<file path="config.mk">
export PLATFORM = sky130hd
export DESIGN_NAME = riscv_lsu_flat
export DESIGN_NICKNAME = d
export VERILOG_FILES = /design/src/rtl/riscv_pkg.sv /design/src/rtl/riscv_lsu_if.sv /design/src/rtl/riscv_lsu_align.sv /design/src/rtl/riscv_lsu.sv /design/src/flat_wrapper.sv
export SDC_FILE = /design/constraint.sdc
export NUM_CORES = 1
export LEC_CHECK = 0
export BUFFER_PORTS_ARGS = -buffer_cell sky130_fd_sc_hd__buf_2
export CAP_MARGIN = 20
export CORE_UTILIZATION = 40
export DETAILED_ROUTE_END_ITERATION = 6
export PLACE_DENSITY = 0.69
export SETUP_SLACK_MARGIN = 0.05
export SYNTH_ARGS = -nofsm -noshare
export SYNTH_HDL_FRONTEND = slang
export SYNTH_HIERARCHICAL = 1
export SYNTH_SLANG_ARGS = --single-unit
</file>
<file path="constraint.sdc">
create_clock -name clk -period 3.3 [get_ports clk]
set_input_delay 0.165 -clock clk [delete_from_list [all_inputs] [get_ports clk]]
set_output_delay 0.165 -clock clk [all_outputs]
set_load 0.01 [all_outputs]
</file>
<file path="src/rtl/riscv_pkg.sv">
// Shared state encoding, access-size codes and captured-request layout for the load/store unit.
package riscv_pkg;

  typedef enum logic [1:0] {IDLE, REQ, RESP} lsu_state_t;

  localparam logic [2:0] MEM_B  = 3'b000;
  localparam logic [2:0] MEM_H  = 3'b001;
  localparam logic [2:0] MEM_W  = 3'b010;
  localparam logic [2:0] MEM_BU = 3'b100;
  localparam logic [2:0] MEM_HU = 3'b101;

  typedef struct packed {
    logic        we;
    logic [2:0]  size;
    logic [31:0] addr;
    logic [31:0] wdata;
  } lsu_req_t;

endpackage

</file>
<file path="src/rtl/riscv_lsu_if.sv">
// Core-side (riscv_lsu_if) and data-memory-side (riscv_dmem_if) bundles of the load/store unit.
interface riscv_lsu_if;
  logic        lsu_valid;
  logic        lsu_we;
  logic [2:0]  lsu_size;
  logic [31:0] lsu_addr;
  logic [31:0] lsu_wdata;
  logic        lsu_stall;
  logic        lsu_done;
  logic [31:0] lsu_rdata;
  logic        lsu_misaligned;
  logic        lsu_bus_err;

  modport master (output lsu_valid, lsu_we, lsu_size, lsu_addr, lsu_wdata,
                  input  lsu_stall, lsu_done, lsu_rdata, lsu_misaligned, lsu_bus_err);
  modport slave  (input  lsu_valid, lsu_we, lsu_size, lsu_addr, lsu_wdata,
                  output lsu_stall, lsu_done, lsu_rdata, lsu_misaligned, lsu_bus_err);
endinterface

interface riscv_dmem_if;
  logic        dmem_req;
  logic        dmem_we;
  logic [3:0]  dmem_be;
  logic [31:0] dmem_addr;
  logic [31:0] dmem_wdata;
  logic        dmem_gnt;
  logic        dmem_rvalid;
  logic [31:0] dmem_rdata;

  modport master (output dmem_req, dmem_we, dmem_be, dmem_addr, dmem_wdata,
                  input  dmem_gnt, dmem_rvalid, dmem_rdata);
  modport slave  (input  dmem_req, dmem_we, dmem_be, dmem_addr, dmem_wdata,
                  output dmem_gnt, dmem_rvalid, dmem_rdata);
endinterface

</file>
<file path="src/rtl/riscv_lsu_align.sv">
// Byte-lane steering: byte enables, store replication, load extract/extend, misalign/illegal flag.
// Purely combinational, zero latency; no flow control.
module riscv_lsu_align
  import riscv_pkg::*;
(
  input  logic [2:0]  size,
  input  logic [1:0]  offset,
  input  logic [31:0] wdata,
  input  logic [31:0] rdata,
  output logic [3:0]  be,
  output logic [31:0] wdata_rep,
  output logic [31:0] rdata_ext,
  output logic        bad
);

  logic [7:0]  rbyte;
  logic [15:0] rhalf;

  always_comb begin
    rbyte = rdata[7:0];
    case (offset)
      2'd1:    rbyte = rdata[15:8];
      2'd2:    rbyte = rdata[23:16];
      2'd3:    rbyte = rdata[31:24];
      default: rbyte = rdata[7:0];
    endcase
    rhalf = offset[1] ? rdata[31:16] : rdata[15:0];

    be        = 4'b1111;
    wdata_rep = wdata;
    rdata_ext = rdata;
    bad       = 1'b0;
    case (size)
      MEM_B, MEM_BU: begin
        be        = 4'b0001 << offset;
        wdata_rep = {4{wdata[7:0]}};
        rdata_ext = {{24{(size == MEM_B) & rbyte[7]}}, rbyte};
      end
      MEM_H, MEM_HU: begin
        bad       = offset[0];
        be        = 4'b0011 << offset;
        wdata_rep = {2{wdata[15:0]}};
        rdata_ext = {{16{(size == MEM_H) & rhalf[15]}}, rhalf};
      end
      MEM_W:   bad = (offset != 2'b00);
      default: bad = 1'b1;
    endcase
  end

endmodule

</file>
<file path="src/rtl/riscv_lsu.sv">
// Load/store unit: one data-memory transaction per op; stores finish on gnt, loads on rvalid.
// Core is stalled until done/misaligned/bus_err; each REQ/RESP phase is bounded by TIMEOUT_CYCLES.
module riscv_lsu
  import riscv_pkg::*;
#(
  parameter int TIMEOUT_CYCLES = 255
) (
  input  logic         clk,
  input  logic         rst,
  riscv_lsu_if.slave   core,
  riscv_dmem_if.master dmem
);

  localparam int CW = $clog2(TIMEOUT_CYCLES + 1);

  lsu_state_t    state, state_nxt;
  lsu_req_t      cap;
  logic [CW-1:0] cnt;
  logic          accept, timeout, bad, done, misaligned, bus_err, req;
  logic [2:0]    sel_size;
  logic [1:0]    sel_off;
  logic [3:0]    be;
  logic [31:0]   wdata_rep, rdata_ext;

  // In IDLE the aligner checks the live request; afterwards it works on the captured one.
  assign sel_size = (state == IDLE) ? core.lsu_size      : cap.size;
  assign sel_off  = (state == IDLE) ? core.lsu_addr[1:0] : cap.addr[1:0];

  riscv_lsu_align u_align (
    .size      (sel_size),
    .offset    (sel_off),
    .wdata     (cap.wdata),
    .rdata     (dmem.dmem_rdata),
    .be        (be),
    .wdata_rep (wdata_rep),
    .rdata_ext (rdata_ext),
    .bad       (bad)
  );

  assign timeout = (cnt == CW'(TIMEOUT_CYCLES - 1));

  always_ff @(posedge clk or posedge rst) begin
    if (rst) begin
      state <= IDLE;
      cnt   <= '0;
      cap   <= '0;
    end else begin
      state <= state_nxt;
      if (accept) begin
        cap <= '{we: core.lsu_we, size: core.lsu_size, addr: core.lsu_addr, wdata: core.lsu_wdata};
      end
      // Cleared on every phase change, so REQ and RESP each get the full budget.
      cnt <= (state_nxt != state) ? '0 : cnt + CW'(1);
    end
  end

  always_comb begin
    state_nxt  = state;
    accept     = 1'b0;
    done       = 1'b0;
    misaligned = 1'b0;
    bus_err    = 1'b0;
    req        = 1'b0;
    case (state)
      IDLE: begin
        if (core.lsu_valid && !rst) begin
          if (bad) begin
            misaligned = 1'b1;
          end else begin
            accept    = 1'b1;
            state_nxt = REQ;
          end
        end
      end
      REQ: begin
        req = 1'b1;
        if (dmem.dmem_gnt) begin
          done      = cap.we;
          state_nxt = cap.we ? IDLE : RESP;
        end else if (timeout) begin
          bus_err   = 1'b1;
          state_nxt = IDLE;
        end
      end
      RESP: begin
        if (dmem.dmem_rvalid) begin
          done      = 1'b1;
          state_nxt = IDLE;
        end else if (timeout) begin
          bus_err   = 1'b1;
          state_nxt = IDLE;
        end
      end
      default: state_nxt = IDLE;
    endcase
  end

  assign core.lsu_done       = done;
  assign core.lsu_misaligned = misaligned;
  assign core.lsu_bus_err    = bus_err;
  assign core.lsu_rdata      = rdata_ext;
  assign core.lsu_stall      = core.lsu_valid & ~done & ~misaligned & ~bus_err;

  assign dmem.dmem_req   = req;
  assign dmem.dmem_we    = cap.we;
  assign dmem.dmem_be    = be;
  assign dmem.dmem_addr  = {cap.addr[31:2], 2'b00};
  assign dmem.dmem_wdata = wdata_rep;

endmodule

</file>
<file path="src/flat_wrapper.sv">
// flat-port wrapper written by rule: the top's interface ports become plain ports
module riscv_lsu_flat import riscv_pkg::*;
#(
  parameter int TIMEOUT_CYCLES = 255
)
  (clk, rst, core_lsu_valid, core_lsu_we, core_lsu_size, core_lsu_addr, core_lsu_wdata, core_lsu_stall, core_lsu_done, core_lsu_rdata, core_lsu_misaligned, core_lsu_bus_err, dmem_dmem_req, dmem_dmem_we, dmem_dmem_be, dmem_dmem_addr, dmem_dmem_wdata, dmem_dmem_gnt, dmem_dmem_rvalid, dmem_dmem_rdata);
  riscv_lsu_if core_i ();
  riscv_dmem_if dmem_i ();
  input  logic clk;
  input  logic rst;
  input wire logic [$bits(core_i.lsu_valid)-1:0] core_lsu_valid;
  input wire logic [$bits(core_i.lsu_we)-1:0] core_lsu_we;
  input wire logic [$bits(core_i.lsu_size)-1:0] core_lsu_size;
  input wire logic [$bits(core_i.lsu_addr)-1:0] core_lsu_addr;
  input wire logic [$bits(core_i.lsu_wdata)-1:0] core_lsu_wdata;
  output wire logic [$bits(core_i.lsu_stall)-1:0] core_lsu_stall;
  output wire logic [$bits(core_i.lsu_done)-1:0] core_lsu_done;
  output wire logic [$bits(core_i.lsu_rdata)-1:0] core_lsu_rdata;
  output wire logic [$bits(core_i.lsu_misaligned)-1:0] core_lsu_misaligned;
  output wire logic [$bits(core_i.lsu_bus_err)-1:0] core_lsu_bus_err;
  output wire logic [$bits(dmem_i.dmem_req)-1:0] dmem_dmem_req;
  output wire logic [$bits(dmem_i.dmem_we)-1:0] dmem_dmem_we;
  output wire logic [$bits(dmem_i.dmem_be)-1:0] dmem_dmem_be;
  output wire logic [$bits(dmem_i.dmem_addr)-1:0] dmem_dmem_addr;
  output wire logic [$bits(dmem_i.dmem_wdata)-1:0] dmem_dmem_wdata;
  input wire logic [$bits(dmem_i.dmem_gnt)-1:0] dmem_dmem_gnt;
  input wire logic [$bits(dmem_i.dmem_rvalid)-1:0] dmem_dmem_rvalid;
  input wire logic [$bits(dmem_i.dmem_rdata)-1:0] dmem_dmem_rdata;
  assign core_i.lsu_valid = core_lsu_valid;
  assign core_i.lsu_we = core_lsu_we;
  assign core_i.lsu_size = core_lsu_size;
  assign core_i.lsu_addr = core_lsu_addr;
  assign core_i.lsu_wdata = core_lsu_wdata;
  assign core_lsu_stall = core_i.lsu_stall;
  assign core_lsu_done = core_i.lsu_done;
  assign core_lsu_rdata = core_i.lsu_rdata;
  assign core_lsu_misaligned = core_i.lsu_misaligned;
  assign core_lsu_bus_err = core_i.lsu_bus_err;
  assign dmem_dmem_req = dmem_i.dmem_req;
  assign dmem_dmem_we = dmem_i.dmem_we;
  assign dmem_dmem_be = dmem_i.dmem_be;
  assign dmem_dmem_addr = dmem_i.dmem_addr;
  assign dmem_dmem_wdata = dmem_i.dmem_wdata;
  assign dmem_i.dmem_gnt = dmem_dmem_gnt;
  assign dmem_i.dmem_rvalid = dmem_dmem_rvalid;
  assign dmem_i.dmem_rdata = dmem_dmem_rdata;
  riscv_lsu #(.TIMEOUT_CYCLES(TIMEOUT_CYCLES)) u_core (.clk(clk), .rst(rst), .core(core_i), .dmem(dmem_i));
endmodule
</file>
After elaboration in Yosys (flattened, before gate mapping) --
Index checks and enable logic that the tools add are counted.
Storage, ports and cells: register bits after elaboration 78, bits in latches 0, RAM bits 0, memory bits (read-only) 0, bits of input ports 105, output and inout bits 106, logic and storage cells 65, memories kept 0
Operators by class: add/sub/neg operators 1, multipliers 0, divide/modulo/power cells 0, magnitude comparators 0, equality and inequality tests 11, shifts and indexed selects 2, muxes and demuxes 30, bitwise logic cells 8, reductions and logical operators 7
Operators with widths (count):
- $pmux W32 S2 | 2
- $pmux W8 S3 | 1
- $mux W16 | 1
- $mux W2 | 7
- $mux W1 | 12
- $add A8 B1 Y8 const B | 1
- $eq A8 B8 Y1 const B | 1
- $mux W8 | 1
- $pmux W4 S2 | 1
- $eq A2 B2 Y1 const B | 3
- $eq A3 B3 Y1 const B | 2
- $pmux W2 S3 | 1
- $and A1 B1 Y1 | 5
- $eq A2 B1 Y1 const B | 2
- $pmux W1 S2 | 2
- $reduce_or A2 Y1 | 2
- $shl A1 B2 Y4 const A | 1
- $shl A2 B2 Y4 const A | 1
- $eq A3 B1 Y1 const B | 1
- $eq A3 B2 Y1 const B | 1
- $logic_not A3 Y1 | 1
- $mux W3 | 1
- $not A1 Y1 | 3
- $pmux W1 S3 | 1
- other kinds (5) | 5

Depth between registers and ports, before layout --
Gate-level depths: netlist of the first run.
depth in word-level cells 11, gate-level depth with buffers 13, mapped depth without buffers 9

Cells and area by module --
The synthesis of the first run kept the hierarchy.
Modules (own cells, without submodules):
- riscv_lsu | instances 1, cells an instance 254, area an instance 3564.7 µm², seq. area each 1951.9 µm²
- riscv_lsu_align | instances 1, cells an instance 210, area an instance 1432.6 µm², seq. area each 0.0 µm²

Worst setup path after synthesis of the first run --
Ideal clock, no wire load.
path type reg2reg, from register u_core.state[0], to register u_core/cap[0] (netlist name), setup time 0.125 ns, arrival 2.667 ns, data required time 3.175 ns, setup slack 0.508 ns, stages on the path, launching flop included 14, path buffers 6, clock period less this slack 2.792 ns, cell sequence dfrtp_1 -> inv_1 -> ha_1 -> buf_6 -> mux2_2 -> buf_6 -> buf_2 -> nor2_1 -> a21oi_1 -> and4bb_1 -> buf_6 -> buf_8 -> buf_8 -> mux2_4
Between the ends: word-level cells in the longest chain between the ends 8, elaborated cells between the ends (all ways) 15, those cells by class eq/ne (4); mux (6); reduce/logical (5)
Ends and longest elaborated chain:
- start: declaration | line riscv_lsu.sv:16 | lsu_state_t state, state_nxt;
- start signal: assignment | line riscv_lsu.sv:48 | state <= state_nxt;
- $logic_not A2 Y1 (*) | line riscv_lsu.sv:26 | assign sel_size = (state == IDLE) ? core.lsu_size : cap.size;
- $mux W3 (*) | line riscv_lsu.sv:26
- net u_core.sel_size[0] | line riscv_lsu.sv:20 | logic [2:0] sel_size;
- $eq A3 B1 Y1, or another cell as far along | line riscv_lsu_align.sv:33 | case (size)
- $reduce_or A2 Y1 | line riscv_lsu_align.sv:33
- $pmux W1 S3 (*) | line riscv_lsu_align.sv:33
- net u_core.bad | line riscv_lsu.sv:19 | logic accept, timeout, bad, done, misaligned, bus_err, req;
- $mux W1 (*) | line riscv_lsu.sv:67 | if (bad) begin
- $mux W1 (*) | line riscv_lsu.sv:66 | if (core.lsu_valid && !rst) begin
- $mux W1 (*) | line riscv_lsu.sv:64 | case (state)
- end signal: assignment | line riscv_lsu.sv:50 | cap <= '{we: core.lsu_we, size: core.lsu_size, addr: core.lsu_addr, wdata: core.lsu_wdata};
- end: declaration | line riscv_lsu.sv:17 | lsu_req_t cap;
The timed path passes the listed nets; every way through them passes the cells marked *. A chain may end at the register's enable or synchronous reset.

Worst setup path after layout of the first run --
from register u_core.state[0], to output core_lsu_rdata[12]
Between the ends: word-level cells in the longest chain between the ends 6, elaborated cells between the ends (all ways) 16, those cells by class eq/ne (6); mux (5); bitwise (1); reduce/logical (4)
Ends and longest elaborated chain:
- $logic_not A2 Y1 (*) | line riscv_lsu.sv:27 | assign sel_off = (state == IDLE) ? core.lsu_addr[1:0] : cap.addr[1:0];
- $mux W2 (*) | line riscv_lsu.sv:27
- net u_core.sel_off[0] | line riscv_lsu.sv:21 | logic [1:0] sel_off;
- $eq A2 B2 Y1 / $eq A2 B1 Y1 (equally long branches) | line riscv_lsu_align.sv:21 | case (offset)
- $pmux W8 S3 (*) | line riscv_lsu_align.sv:21
- $and A1 B1 Y1 (*) | line riscv_lsu_align.sv:37 | rdata_ext = {{24{(size == MEM_B) & rbyte[7]}}, rbyte};
- $pmux W32 S2 (*) | line riscv_lsu_align.sv:33
- end: declaration | line flat_wrapper.sv:18 | output wire logic [$bits(core_i.lsu_rdata)-1:0] core_lsu_rdata;
Marks and branches as above.

==> summary.txt, run 1 <==
Placed design
  – Final HPWL from detailed placement: 9695 um
  – Final Wtd Congestion: 0.8366
  – Number of I/O port buffers: 208
  – Pre-CTS setup slack: about 0.10 ns

Hold path
  – Startpoint of the lowest-slack hold path: core_lsu_wdata[3]
  – Hold-critical path endpoint: u_core/cap[3]
  – Class of the tightest hold or removal check: in2reg
  – Hold Path Stages: 2

Global route
  – Met1 GRT Util: 0.2437
  – Residual overflow from global routing: 0
  – Via count of the first global-routing pass: approximately 4.1k
  – Wire length of the first global-routing pass: between 20000 and 25000 um
  – Routing layer with the top usage in global route: met2
  – Initial antenna violation count: 2
  – Global-route met3 utilization: 0.04570
  – Maximum number of pins on one net before global-route repair: 56
  – Overall fraction of global-route tracks in use: 0.2032
  – Met2 track demand over resource: 0.3492

STA
  – Hold Violations, Final: 0
  – Worst hold margin: roughly 0.063 ns
  – Final period utilization: 0.9377
  – Worst relative slew slack: 0.6154
  – Worst clock skew: 0.006588 ns
  – Post-route minimum period: 3.095 ns
  – RSZ-0062 raised after global routing: false
  – TNS Setup: 0 ns
  – Worst-Margin Slew: around 0.58 ns
  – Fmax: 0.3232 GHz
  – Number of setup violations in the final report: 0
  – Max-slew violation count: 0
  – Final setup margin: just over 0.2 ns

Routing
  – Wire per inst: 16.24 um
  – Final ANT Viol Nets: 0
  – Vias per Instance: just over 5
  – Violation count after the first detailed-routing iteration: 257
  – Final wirelength: between 10000 and 15000 um
  – DRC viols: 0
  – 1st-pass router iterations: 4
  – Via total after detailed routing: about 4.1k

Setup path
  – Data arrival time of the critical path: 2.93 ns
  – Critical Setup Path Class: reg2out
  – Type of element capturing the critical path: output port
  – Crit-path max FO: 22
  – Launching element type of the critical path: flop
  – Dominant cell type by count on the critical path: mux2_2
  – Critical path's largest stage delay: 0.50 ns
  – Critical Path, Cell by Cell: inv_1 > ha_2 > mux2_2 > mux2_2 > a22oi_2 > buf_4 > o221ai_1 > buf_2
  – CP max stage cell: mux2_2
  – Worst R2R End: u_core/cap[11]
  – Worst endpoint required time: approximately 3.1 ns
  – Reg-to-reg slack, setup: about 0.27 ns
  – Worst flop-to-flop path startpoint: u_core/state[0]
  – Worst r2r path cells: 8

Yosys
  – Most used flip-flop cell after synthesis: dfrtp_1
  – Synthesis Warnings: 6
  – Register bit total from synthesis: 78
  – Average instance area after synthesis: approximately 11 um2
  – FFs w/ async S/R, synth: 1.000
  – Unique masters post-synth: 51
  – Gate Count Post-Synth: 464
  – Post-synth design cell area: ~5000 um2
  – Number of enable flip-flop cells after synthesis: 0
  – Fraction of the yosys area taken by sequential cells: 0.3906

Power
  – PD cells: 949.9 nW/um2
  – Leak Pwr: 3.014 nW
  – VDD IR max: 0.3930 mV

CTS
  – Clock slew seen by the registers of the worst setup and hold paths: 0.06 ns
  – Clock tree root driver cell: clkbuf_16
  – Clock buffers created by TritonCTS: 9
  – Clk sink count: a little under 80
  – Number of H-tree levels: 3
  – Clock tree from TritonCTS: done
  – Buffers inserted during post-CTS setup optimization: 0
  – Clock latency reported for the late side of the worst-skew pair: around 0.33 ns
  – Maximum root-to-sink buffer count: 2

Floorplan
  – Die outline area: between 10000 and 15000 um2
  – Number of core rows: 40
  – Floorplan Core Area: between 10000 and 15000 um2
  – I/O pins: 211
  – Initial cell density of the core: 0.4126
  – Die Height: around 110 um
  – Die Span X: 113.8 um

Finish
  – Number of diodes added for antenna fixing: 0
  – Fraction of layout instances using a drive strength above 1: 0.5460
  – Most common cell after layout, fill and taps aside: buf_2
  – Number of nets in the layout: 736
  – Area Overhead vs Synth: 23.18%
  – Highest-count cells in the layout ignoring fill and taps: buf_2 (208), dfrtp_1 (78), mux2_2 (74)

Flow run
  – Number of violations of the max-capacitance limit: 0

Run status
  – Run status: finished, final reports clean
final cells by class:
class                   instances  area (um2)
fillers                      1122        5956
inverters                      15       63.81
repair buffers                220        1182
clock inverters                 4       22.52
multi-input cells             301        2479
clock buffers                  12       246.5
flip-flops and latches         78        1952
well taps                     168       210.2
cell families (layout without fill, tap and decap cells):
kind of cell,Yosys count,in the layout,synth area share
compound gates,76,76,0.1207
xor+xnor,6,6,0.01052
fa+ha+maj,6,6,0.01502
buf+inv,86,251,0.1164
flops,78,78,0.3906
mux,100,100,0.2404
other cells,1,2,0.0007504
simple gates,111,111,0.1057
timing repair:
item / CTS / global route
gates resized for setup: 3 / 2
endpoints found under the setup margin: 27 / 20
gates cloned: 0 / 0
endpoints found under the hold margin: 0 / 7
hold buffers: 0 / 1
metrics by stage:
step / std cells / total power, mW / instance area, um2 / util
6_report: 798 / 5.847 / 6156 / 0.5083
5_1_grt: 798 / 6.266 / 6156 / 0.5083
4_1_cts: 796 / 5.898 / 6111 / 0.5045
3_5_place_dp: 780 / 4.960 / 5834 / 0.4817
3_3_place_gp: 780 / 4.872 / 5834 / 0.4817
2_1_floorplan: 465 / 4.165 / 5001 / -
layer usage:
layer,up-vias,share of wire
met5,-,0.0026
met3,27,0.072
li1,1931,-
met1,1985,0.39
met4,4,0.021
met2,180,0.51
synth_stat cells, types with 6 or more instances:
master,count,area [um2]
inv_1,14,52.55
mux2i_1,12,120.1
nor3_1,11,55.05
buf_4,46,345.3
and2b_1,8,60.06
a21oi_1,17,85.08
o221ai_1,8,70.07
ha_1,6,75.07
mux2_4,9,135.1
o21ai_0,13,65.06
mux2_2,74,833.3
dfrtp_1,78,1952
o211ai_1,7,52.55
buf_2,10,50.05
nand2_1,59,221.5
nor2_1,12,45.04
critical path, delay by kind of cell, from the launching register on:
kind	cells	cell delay, ns
mux	2	0.85
fa+ha+maj	1	0.35
compound gates	2	0.32
flops	1	0.42
buf+inv	3	0.64
state kept, by name, summed over array words and instances, names as in the netlist:
signal,count
u_core/state,2
u_core/cnt,8
u_core/dmem.dmem_we,1
u_core/dmem.dmem_addr,30
u_core/cap,37
worst max path at each step:
stage                               start  slack (ns)                   endpoint  cells past startpoint
after global placement    u_core/state[0]        0.26  u_core/dmem.dmem_addr[17]                      8
after detailed placement  u_core/state[0]        0.10   u_core/dmem.dmem_addr[5]                      8
after CTS                 u_core/state[0]        0.16         core_lsu_rdata[31]                      8
after floorplan           u_core/state[0]        0.51              u_core/cap[0]                     13
after global routing      u_core/state[0]        0.05         core_lsu_rdata[25]                      8
final                     u_core/state[0]        0.21         core_lsu_rdata[12]                      8
power breakdown:
group | total [mW] | switching, mW | internal [mW]
clock | 0.897 | 0.371 | 0.526
sequential | 1.73 | 0.315 | 1.42
combinational | 3.22 | 1.68 | 1.54
total | 5.85 | 2.37 | 3.48
Note: power is estimated with default switching activity, not from simulation.
==> run 2, diff against run 1 <==
CORE_UTILIZATION = 49   (was 40)
PLACE_DENSITY = 0.82   (was 0.69)
==> run 2 against run 1 <==
Net effect: cell count is 4.3% lower; first-iteration DRC count is 1.2% lower; routed wire length is 1.2% lower; critical path depth stayed put; clock skew is 0.0052 ns higher; clock power is 23% lower; non-clock buffer count stayed put; sequential power hardly changed; sequential cell count stayed put; clock-buffer cell count is 2 lower; largest power group unchanged.
==> summary.txt, run 2 (synthesis results as in run 1) <==
Run status
  – Run status: finished, final reports clean

STA
  – Fmax: 0.3282 GHz (+1.6%)
  – Number of setup violations in the final report: 0 (unchanged)
  – Post-route minimum period: 3.047 ns (-0.04793 ns)
  – Worst clock skew: 0.01181 ns (+0.005223 ns)
  – RSZ-0062 raised after global routing: false
  – Final period utilization: 0.9232 (-0.01453)
  – Max-slew violation count: 0 (unchanged)
  – Hold Violations, Final: 0 (unchanged)
  – Worst relative slew slack: 0.6250 (+0.009625)
  – Worst-Margin Slew: 0.5625 ns (-0.01444 ns)
  – TNS Setup: 0 ns (unchanged)

Finish
  – Number of diodes added for antenna fixing: 0 (unchanged)
  – Fraction of layout instances using a drive strength above 1: 0.5468 (+0.0007194)
  – Most common cell after layout, fill and taps aside: buf_2
  – Area Overhead vs Synth: 20.76%
  – Largest register by flop count: u_core/cap
  – Max FFs per register: 37 (unchanged)
  – Number of nets in the layout: 737 (+0.14%)
  – Highest-count cells in the layout ignoring fill and taps: buf_2 (208), dfrtp_1 (78), mux2_2 (74)
  – Fill cell instance count of the final layout: 822 (-27%)
  – Final instance count without filler cells: 764 (-4.3%)

Setup path
  – Worst flop-to-flop path startpoint: u_core/state[0]
  – Type of element capturing the critical path: output port
  – Data arrival time of the critical path: 2.88 ns (-0.05 ns)
  – Crit-path max FO: 22 (unchanged)
  – Launching element type of the critical path: flop
  – Reg-to-reg slack, setup: 0.42 ns (+0.15 ns)
  – Worst endpoint required time: 3.13 ns (about the same)
  – Critical Setup Path Class: reg2out
  – Worst r2r path cells: 8 (unchanged)
  – Worst R2R End: u_core/dmem.dmem_addr[13]

Placed design
  – Final HPWL from detailed placement: 9489 um (-2.1%)
  – Number of I/O port buffers: 208 (unchanged)
  – Final Wtd Congestion: 0.8424 (+0.69%)
  – Placed Cells incl. Taps: 745 (-4.5%)

Floorplan
  – Initial cell density of the core: 0.5089 (+0.09632)
  – I/O pins: 211 (unchanged)
  – Number of core rows: 36 (-10%)
  – Die Span X: 103.0 um (-9.5%)
  – Die outline area: 10610 um2 (-18%)
  – Die Height: 103.0 um (-9.5%)
  – Floorplan Core Area: 9819 um2 (-19%)

CTS
  – Buffers inserted during post-CTS setup optimization: 0 (unchanged)
  – Clock slew seen by the registers of the worst setup and hold paths: 0.09 ns (+0.03 ns)
  – Clock buffers created by TritonCTS: 9 (unchanged)
  – Clock tree root driver cell: clkbuf_8
  – Clk sink count: 78 (unchanged)
  – Number of H-tree levels: 3 (unchanged)
  – Clock tree from TritonCTS: done
  – Maximum root-to-sink buffer count: 2 (unchanged)
  – Clock latency reported for the late side of the worst-skew pair: 0.35 ns (+0.02 ns)

Routing
  – Violation count after the first detailed-routing iteration: 254 (-1.2%)
  – 1st-pass router iterations: 5 (+1)
  – Final wirelength: 12810 um (-1.2%)
  – Via total after detailed routing: 4165 (+0.92%)
  – Final ANT Viol Nets: 0 (unchanged)
  – Wire per inst: 16.77 um (+3.2%)
  – DRC viols: 0 (unchanged)
  – Vias per Instance: 5.452 (+5.4%)

Global route
  – Via count of the first global-routing pass: 3956 (-4.2%)
  – Initial antenna violation count: 0 (-2)
  – Maximum number of pins on one net before global-route repair: 65 (+16%)
  – Overall fraction of global-route tracks in use: 0.2359 (+0.03279)
  – Wire length of the first global-routing pass: 19280 um (-6.5%)
  – Residual overflow from global routing: 0 (unchanged)

Hold path
  – Hold-critical path endpoint: u_core/cap[0]
  – Startpoint of the lowest-slack hold path: core_lsu_wdata[0]
  – Class of the tightest hold or removal check: in2reg
  – Hold Path Stages: 2 (unchanged)

Power
  – Leak Pwr: 2.974 nW (-1.3%)
  – VDD IR max: 0.4751 mV (+21%)
  – PD cells: 936.5 nW/um2 (-1.4%)

Flow run
  – Number of violations of the max-capacitance limit: 0 (unchanged)
-- run 2: layout make-up --
cell class / instances / area, um2 / share of cell area
Clock buffer: 10 / 127.6 / 0.02115
Clock inverter: 6 / 62.56 / 0.01037
Inverter: 15 / 60.06 / 0.009952
Multi-Input combinational cell: 302 / 2495 / 0.4134
Sequential cell: 78 / 1952 / 0.3234
Tap cell: 133 / 166.4 / 0.02758
Timing Repair Buffer: 220 / 1171 / 0.1941
-- run 2: critical path, cell delays in order (launching register included) --
cell,delay (ns)
dfrtp_1,0.43
inv_1,0.20
ha_4,0.25
mux2_2,0.48
mux2_2,0.34
a22oi_2,0.16
buf_4,0.32
o221ai_1,0.18
buf_2,0.17
-- run 2: what timing repair did --
item | CTS | global route
gates resized for setup | 2 | 2
hold endpoints to repair | 0 | 23
hold buffers | 0 | 1
setup endpoints to repair | 29 | 73
gates cloned | 0 | 1
-- run 2: worst max-delay path by stage --
stage / startpoint / to / slack, ns / cells past startpoint
finish: u_core/state[0] / core_lsu_rdata[12] / 0.25 / 8
detailed placement: u_core/state[0] / core_lsu_rdata[4] / 0.20 / 8
floorplan: u_core/state[0] / u_core/cap[0] / 0.51 / 13
global placement: u_core/state[0] / core_lsu_rdata[4] / 0.36 / 8
global route: u_core/state[0] / core_lsu_rdata[12] / 0.09 / 8
CTS: u_core/state[0] / core_lsu_rdata[4] / 0.06 / 8
-- run 2: per-layer routing --
metal  GRT usage  up-vias  wire (um)
met5           0        -          0
met3     0.05288       19       1209
met4     0.07476        0        193
met1      0.2840     1978       4997
met2      0.4190      243       6409
li1            -     1925          -
-- run 2: per-stage QoR --
stage          hold slack, ns    util  total power [mW]  setup slack [ns]  cell area (um2)
2_1_floorplan          0.3131       -             4.165            0.5077             5001
3_3_place_gp           0.3956  0.5897             4.824            0.3556             5791
3_5_place_dp           0.4011  0.5897             4.932            0.2012             5791
4_1_cts               0.02800  0.6096             5.644           0.05651             5986
5_1_grt               0.02494  0.6146             6.073           0.08646             6035
6_report              0.04588  0.6146             5.651            0.2534             6035
-- run 2: power breakdown --
group	switching [mW]	internal, mW
clock	0.344	0.347
sequential	0.314	1.42
combinational	1.69	1.54
total	2.35	3.31
==> run 3, diff against run 2 <==
CORE_ASPECT_RATIO = 0.5   (was default)
MAX_ROUTING_LAYER = met4   (was default)
PLACE_DENSITY = 0.84   (was 0.82)
==> run 3 against run 2 <==
Net effect: critical path depth grew 1; final area up 2.4%; combinational power grew 2%.
==> summary.txt, run 3 (synthesis results as in run 1) <==
Run status
  – Run status: finished, final reports clean

Hold path
  – Class of the tightest hold or removal check: in2reg
  – Hold Path Stages: 2 (unchanged)
  – Hold-critical path endpoint: u_core/cap[3]
  – Startpoint of the lowest-slack hold path: core_lsu_wdata[3]

CTS
  – Clk sink count: 78 (unchanged)
  – Number of H-tree levels: 3 (unchanged)
  – Maximum root-to-sink buffer count: 2 (unchanged)
  – Clock latency reported for the late side of the worst-skew pair: 0.34 ns (about the same)
  – Buffers inserted during post-CTS setup optimization: 0 (unchanged)
  – Clock tree root driver cell: clkbuf_16
  – Clock tree from TritonCTS: done
  – Clock slew seen by the registers of the worst setup and hold paths: 0.06 ns (-0.03 ns)
  – Clock buffers created by TritonCTS: 9 (unchanged)

STA
  – Max-slew violation count: 0 (unchanged)
  – Number of setup violations in the final report: 0 (unchanged)
  – Worst-Margin Slew: 0.6140 ns (+0.05147 ns)
  – RSZ-0062 raised after global routing: false
  – Worst hold margin: 0.04841 ns (+0.002524 ns)
  – Worst relative slew slack: 0.5907 (-0.03431)
  – Post-route minimum period: 3.117 ns (+0.07011 ns)
  – Hold Violations, Final: 0 (unchanged)
  – Final period utilization: 0.9445 (+0.02124)
  – TNS Setup: 0 ns (unchanged)
  – Fmax: 0.3209 GHz (-2.2%)
  – Worst clock skew: 0.005797 ns (-0.006013 ns)

Routing
  – Wire per inst: 17.30 um (+3.2%)
  – Violation count after the first detailed-routing iteration: 316 (+24%)
  – DRC viols: 0 (unchanged)
  – Final wirelength: 13230 um (+3.3%)
  – Final ANT Viol Nets: 0 (unchanged)
  – Vias per Instance: 5.430 (-0.39%)
  – 1st-pass router iterations: 4 (-1)
  – Via total after detailed routing: 4154 (-0.26%)

Placed design
  – Final HPWL from detailed placement: 9372 um (-1.2%)
  – Placed Cells incl. Taps: 747 (+0.27%)
  – Final Wtd Congestion: 0.7872 (-6.6%)
  – Number of I/O port buffers: 208 (unchanged)

Global route
  – Maximum number of pins on one net before global-route repair: 57 (-12%)
  – Via count of the first global-routing pass: 4007 (+1.3%)
  – Residual overflow from global routing: 0 (unchanged)
  – Initial antenna violation count: 0 (unchanged)
  – Overall fraction of global-route tracks in use: 0.2506 (+0.01469)
  – Wire length of the first global-routing pass: 19610 um (+1.7%)

Floorplan
  – Initial cell density of the core: 0.5170 (+0.008103)
  – Die Span X: 144.8 um (+41%)
  – Die outline area: 10630 um2 (+0.24%)
  – Floorplan Core Area: 9666 um2 (-1.6%)
  – Die Height: 73.41 um (-29%)
  – Number of core rows: 25 (-31%)
  – I/O pins: 211 (unchanged)

Finish
  – Fraction of layout instances using a drive strength above 1: 0.5492 (+0.002455)
  – Max FFs per register: 37 (unchanged)
  – Final core area utilization: 0.6396 (+0.02506)
  – Largest register by flop count: u_core/cap
  – Highest-count cells in the layout ignoring fill and taps: buf_2 (208), dfrtp_1 (78), mux2_2 (74)
  – Final instance count without filler cells: 765 (+0.13%)
  – Number of nets in the layout: 736 (-0.14%)
  – Area Overhead vs Synth: 23.71%
  – Number of diodes added for antenna fixing: 0 (unchanged)
  – Most common cell after layout, fill and taps aside: buf_2

Setup path
  – Worst flop-to-flop path startpoint: u_core/state[0]
  – Worst endpoint required time: 3.13 ns (about the same)
  – Worst r2r path cells: 9 (+1)
  – Critical Setup Path Class: reg2out
  – Crit-path max FO: 22 (unchanged)
  – Worst R2R End: u_core/cnt[2]
  – Data arrival time of the critical path: 2.95 ns (+0.07 ns)
  – Dominant cell type by count on the critical path: mux2_2
  – Critical Path, Cell by Cell: inv_1 > ha_2 > mux2_2 > buf_4 > mux2_2 > a22oi_2 > buf_6 > o221ai_1 > buf_2
  – CP max stage cell: dfrtp_1
  – Critical path's largest stage delay: 0.42 ns (-0.06 ns)
  – Type of element capturing the critical path: output port
  – Launching element type of the critical path: flop
  – Reg-to-reg slack, setup: 0.27 ns (-0.15 ns)

Power
  – PD cells: 984.6 nW/um2 (+5.1%)
  – VDD IR max: 0.4071 mV (-14%)
  – Leak Pwr: 3.041 nW (+2.3%)
  – Total Power: 6.087 mW (+7.7%)

Flow run
  – Number of violations of the max-capacitance limit: 0 (unchanged)
[run 3: cell count changes in the layout (fill, tap and decap cells not counted), moves of 2 or more]
cell	previous run	this run
clkbuf_16	0	9
clkinv_4	0	3
buf_4	8	6
clkbuf_8	9	0
[run 3: stage by stage]
| stage | instance area, um2 | setup slack, ns |
|---|---|---|
| finish | 6182 | 0.1833 |
| global route | 6182 | 0.06185 |
| CTS | 6137 | 0.1287 |
| detailed placement | 5806 | 0.1815 |
| global placement | 5806 | 0.2646 |
| floorplan | 5001 | 0.5077 |
[run 3: cell type report]
| type | count | area [um2] |
|---|---|---|
| Clock inverter | 7 | 98.84 |
| Multi-Input combinational cell | 301 | 2479 |
| Fill cell | 738 | 3483 |
| Inverter | 15 | 63.81 |
| Sequential cell | 78 | 1952 |
| Timing Repair Buffer | 220 | 1195 |
| Clock buffer | 9 | 225.2 |
| Tap cell | 135 | 168.9 |
[run 3: worst max-delay path, delay by kind of cell (launching register included)]
family	cells	cell delay, ns
AOI/OAI and AO/OA	2	0.32
adders and majority gates	1	0.35
muxes	2	0.73
DFF	1	0.42
buffers and inverters	4	0.76
[run 3: repair_timing]
action,4_1_cts,5_1_grt
hold buffers,0,1
hold endpoints to repair,0,55
gates resized for setup,3,2
endpoints found under the setup margin,25,10
[run 3: how the worst max path moves through the flow]
stage / start / endpoint / cells past startpoint
final: u_core/state[0] / core_lsu_rdata[14] / 9
after global routing: u_core/state[0] / core_lsu_rdata[14] / 9
after CTS: u_core/state[0] / core_lsu_rdata[11] / 9
after detailed placement: u_core/state[0] / u_core/cnt[3] / 9
after global placement: u_core/state[0] / u_core/dmem.dmem_addr[17] / 8
after floorplan: u_core/state[0] / u_core/cap[0] / 13
[run 3: per-layer routing]
layer  GRT usage  vias up  wire length [um]
li1            -     1931                 -
met1      0.2864     2039              5337
met2      0.4402      158              6808
met3     0.05215       26               789
met4     0.09123        0               299
met5           -        -                 0
[run 3: where the power goes]
group          switching (mW)  internal (mW)
registers               0.326           1.42
logic                    1.72           1.55
clock network           0.403          0.664
